<file path="config.mk">
export PLATFORM = sky130hd
export DESIGN_NAME = branch_predictor_table
export DESIGN_NICKNAME = d
export VERILOG_FILES = /design/src/rtl/bp_pkg.sv /design/src/rtl/bht_sat_update.sv /design/src/rtl/branch_predictor_table.sv
export SDC_FILE = /design/constraint.sdc
export NUM_CORES = 1
export LEC_CHECK = 0
export CORE_ASPECT_RATIO = 1.25
export CORE_UTILIZATION = 47
export CTS_CLUSTER_SIZE = 8
export DETAILED_ROUTE_END_ITERATION = 7
export PLACE_DENSITY = 0.71
export SLEW_MARGIN = 20
export SYNTH_ARGS = -nofsm -noshare
export SYNTH_HDL_FRONTEND = slang
export SYNTH_HIERARCHICAL = 1
export SYNTH_SLANG_ARGS = --single-unit
</file>
<file path="constraint.sdc">
create_clock -name clk -period 2.7 [get_ports clk]
set_input_delay 0.405 -clock clk [delete_from_list [all_inputs] [get_ports clk]]
set_output_delay 0.405 -clock clk [all_outputs]
set_load 0.02 [all_outputs]
</file>
<file path="src/rtl/bp_pkg.sv">
// Shared types and saturating-counter helpers for the branch history table.
// Helpers work on a wide container; callers truncate to their own counter width.
package bp_pkg;

  localparam int CTR_W_MAX = 16;

  typedef enum logic {BHT_IDLE, BHT_CLEAR} bht_state_e;

  // Weakly not-taken: MSB clear, all lower bits set.
  function automatic logic [CTR_W_MAX-1:0] ctr_init(input int ctr_w);
    return CTR_W_MAX'((1 << (ctr_w - 1)) - 1);
  endfunction

  function automatic logic [CTR_W_MAX-1:0] ctr_next(input logic [CTR_W_MAX-1:0] ctr,
                                                    input logic taken,
                                                    input int ctr_w);
    logic [CTR_W_MAX-1:0] max_v;
    max_v = CTR_W_MAX'((1 << ctr_w) - 1);
    if (taken)
      return (ctr == max_v) ? ctr : ctr + CTR_W_MAX'(1);
    else
      return (ctr == '0) ? ctr : ctr - CTR_W_MAX'(1);
  endfunction

endpackage

</file>
<file path="src/rtl/bht_sat_update.sv">
// Combinational saturating up/down step of one prediction counter.
// Zero latency, no flow control.
module bht_sat_update
  import bp_pkg::*;
#(
  parameter int CTR_W = 2
) (
  input  logic [CTR_W-1:0] ctr,
  input  logic             taken,
  output logic [CTR_W-1:0] ctr_nxt
);

  assign ctr_nxt = CTR_W'(ctr_next(CTR_W_MAX'(ctr), taken, CTR_W));

endmodule

</file>
<file path="src/rtl/branch_predictor_table.sv">
// PC-indexed saturating-counter predictor with training, read bypass and flush sweep.
// Read latency 1 cycle; no backpressure, busy flags the ENTRIES-cycle flush during which inputs are ignored.
module branch_predictor_table
  import bp_pkg::*;
#(
  parameter int ENTRIES = 32,
  parameter int CTR_W   = 2,
  parameter int PC_W    = 32,
  parameter int IDX_LSB = 2
) (
  input  logic            clk,
  input  logic            arst,
  input  logic            en,
  input  logic [PC_W-1:0] rd_pc,
  input  logic            upd_valid,
  input  logic [PC_W-1:0] upd_pc,
  input  logic            upd_taken,
  input  logic            flush,
  output logic            pred_taken,
  output logic            pred_valid,
  output logic            busy
);

  localparam int IDX_W = $clog2(ENTRIES);
  localparam logic [CTR_W-1:0] INIT = CTR_W'(ctr_init(CTR_W));
  localparam logic [IDX_W-1:0] LAST = IDX_W'(ENTRIES - 1);

  logic [CTR_W-1:0] tbl [ENTRIES];
  bht_state_e       state;
  logic [IDX_W-1:0] clr_ptr;
  logic [IDX_W-1:0] rd_idx;
  logic [IDX_W-1:0] upd_idx;
  logic [CTR_W-1:0] upd_nxt;
  logic [CTR_W-1:0] byp_nxt;
  logic             hit;
  logic             unused_pc_bits;

  assign rd_idx  = rd_pc[IDX_LSB +: IDX_W];
  assign upd_idx = upd_pc[IDX_LSB +: IDX_W];
  assign hit     = upd_valid && (upd_idx == rd_idx);

  // Only the index slice matters; entries alias freely across the rest of the PC.
  assign unused_pc_bits = ^{rd_pc, upd_pc};

  bht_sat_update #(.CTR_W(CTR_W)) u_wr_upd (
    .ctr     (tbl[upd_idx]),
    .taken   (upd_taken),
    .ctr_nxt (upd_nxt)
  );

  bht_sat_update #(.CTR_W(CTR_W)) u_byp_upd (
    .ctr     (tbl[rd_idx]),
    .taken   (upd_taken),
    .ctr_nxt (byp_nxt)
  );

  always_ff @(posedge clk or posedge arst) begin
    if (arst) begin
      for (int i = 0; i < ENTRIES; i++) tbl[i] <= INIT;
      state      <= BHT_IDLE;
      clr_ptr    <= '0;
      pred_taken <= 1'b0;
      pred_valid <= 1'b0;
      busy       <= 1'b0;
    end else begin
      case (state)
        BHT_IDLE: begin
          if (flush) begin
            // Flush wins over a same-cycle update; that training is lost.
            state      <= BHT_CLEAR;
            clr_ptr    <= '0;
            busy       <= 1'b1;
            pred_valid <= 1'b0;
            pred_taken <= 1'b0;
          end else begin
            if (upd_valid) tbl[upd_idx] <= upd_nxt;
            if (en) begin
              pred_valid <= 1'b1;
              pred_taken <= hit ? byp_nxt[CTR_W-1] : tbl[rd_idx][CTR_W-1];
            end else begin
              pred_valid <= 1'b0;
            end
          end
        end
        BHT_CLEAR: begin
          tbl[clr_ptr] <= INIT;
          pred_valid   <= 1'b0;
          pred_taken   <= 1'b0;
          if (clr_ptr == LAST) begin
            state   <= BHT_IDLE;
            busy    <= 1'b0;
            clr_ptr <= '0;
          end else begin
            clr_ptr <= clr_ptr + IDX_W'(1);
          end
        end
        default: state <= BHT_IDLE;
      endcase
    end
  end

endmodule

</file>
==> run summary <==
First-pass GRT wire length -> 25.45 mm
Worst hold margin -> 471.9 ps
Initial Util -> 0.4905
Clock root buffer master -> clkbuf_16
Sequential share of power -> 0.364
Vias in the first global route -> 4636
Port-buffer cells -> 18
R2R setup slack -> 200 ps
Int Power -> 0.003446 W
Worst Path Arrival -> 2790 ps
Max-cap violations -> 0
H-Tree Depth -> 3
Fmax -> 386.7 MHz
Total power -> 0.005675 W
CORE AREA -> 0.01026 mm²
Share of cells above drive strength 1 -> 0.2911
Placer congestion estimate -> 0.9254
Met3 WL -> 995 µm
Maximum root-to-sink buffer count -> 2
Slew Limit Headroom -> 0.5711
Die Ht -> 117.7 µm
Pin count of the biggest net entering global routing -> 41
Ports -> 73
Ys Warns -> 6
Logic pwr share -> 0.400
Sw Share -> 0.3928
Clk slew on worst S/H paths -> 60 ps
Fillers -> 875
Site Rows -> 41
Via count -> 4724
Worst reg2reg path depth -> 9
Placed wire-length estimate -> 11.74 mm
1st-iter DRT viols -> 436
FF-to-FF End -> pred_taken
RSZ-0062 raised after global routing -> false
Slew Viols, Final -> 0
Hold_buf cts -> 0
Routed WL per cell -> 22.81 µm
Most frequent cells in the layout -> a21oi_1 (68), buf_4 (61), nand2_1 (41)
CP Capture Type -> flip-flop
Cells after synthesis -> 527
Worst-path fanout max -> 32
Min-Delay Path Class -> in2async
Placed instance area -> 0.005748 mm²
Total CTS buffers -> 9
Synth Cell Area -> 0.005032 mm²
Synth Net Count -> 602
CTS tree -> yes
Final worst slack -> 114.1 ps
Setup Skew -> 8.242 ps
Met2 Wirelength -> 7.761 mm
Footprint of the multi-input gates -> 0.002987 mm²
PD cells -> 915.4 mW/mm²
Status -> complete, no violations
First drt pass iteration count -> 5
Vias per inst -> 6.626
Antenna Nets Post-Route -> 0
Slew @ Worst Pin -> 642.5 ps
Clk_lat worst skew -> 350 ps
Max VDD drop -> 0.4644 mV
Setup-failing EPs final -> 0
Cells after DPL -> 693
Final net count -> 654
Met1 wire length -> 6.559 mm
Leak Pwr -> 2.445 nW
Psw -> 0.002229 W
Top routing layer used -> met4
Total congestion overflow -> 0
Layout area overhead -> 23.20%
Pre-CTS setup slack -> -482.8 ps
All-layer global routing usage -> 0.3094
Post-layout min period -> 2586 ps
CP required -> 2910 ps
Clock power share -> 0.236
Fin area -> 0.006200 mm²
Final cell count without fillers -> 713
Routed WL -> 16.26 mm
Initial antenna violation count -> 0
Reg area -> 0.001868 mm²
DR DRC count -> 0
Avg Inst Size Synth -> 9.549 µm²
CTS Sinks -> 73
Worst R2R Start -> tbl[11]
Crit Path Class -> in2reg
Final hold violation count -> 0
ANT cells -> 0
Commonest non-fill, non-tap cell in the layout -> a21oi_1
CP Launch Type -> input port
Die W -> 94.55 µm
Post-route clock period utilization -> 0.9577
Full die area -> 0.01113 mm²
-- per-layer routing --
metal | vias up | track usage
met5 | - | 0
met4 | 0 | 0.2159
met3 | 55 | 0.04393
met2 | 215 | 0.4724
met1 | 2332 | 0.3987
li1 | 2122 | -
-- area by class of cell --
type                    count  share of cell area
well taps                 129             0.02603
flip-flops and latches     73              0.3013
clock buffers              11             0.04077
inverters                  13            0.007871
repair buffers             88              0.1298
multi-input cells         394              0.4817
clock inverters             5             0.01251
-- sequential cells by signal, indices dropped and copies added (netlist names) --
name and count:
busy 1, tbl 64, pred_taken 1, pred_valid 1, clr_ptr 5, state 1
-- worst max path at each step --
stage,from,endpoint,slack [ps],depth (start not counted)
2_1_floorplan,rd_pc[2],pred_taken,20,9
3_3_place_gp,rd_pc[3],pred_taken,-480,11
3_5_place_dp,rd_pc[3],pred_taken,-480,9
4_1_cts,upd_pc[3],tbl[30],4,9
5_1_grt,upd_pc[2],tbl[1],4,11
6_report,upd_pc[2],tbl[1],110,11
-- power by group through the flow --
stage / registers, W / clock network (W) / logic [W]
finish: 0.00206 / 0.00134 / 0.00227
global route: 0.00210 / 0.00140 / 0.00245
CTS: 0.00204 / 0.00135 / 0.00221
detailed placement: 0.00206 / 0 / 0.00218
global placement: 0.00204 / 0 / 0.00212
floorplan: 0.00183 / 0 / 0.00157
-- per-stage QoR --
step / setup TNS (ps) / utilization
floorplan: 0 / -
global placement: -24020 / 0.5602
detailed placement: -25260 / 0.5602
CTS: 0 / 0.5945
global route: 0 / 0.6043
finish: 0 / 0.6043
-- worst max-delay path, cell delays in order --
cell and delay (ps):
dlygate4sd2_1 280, buf_12 160, buf_4 140, mux4_2 490
a22oi_1 220, nand4_1 200, buf_4 190, maj3_2 320
buf_12 180, mux2i_1 140, o21ai_1 80
-- timing repair --
item	4_1_cts	5_1_grt
gates cloned	0	1
pin swaps	2	3
endpoints found under the setup margin	46	55
setup buffers	2	1
resized for setup	5	15
Power figures use the tool's default switching activity.
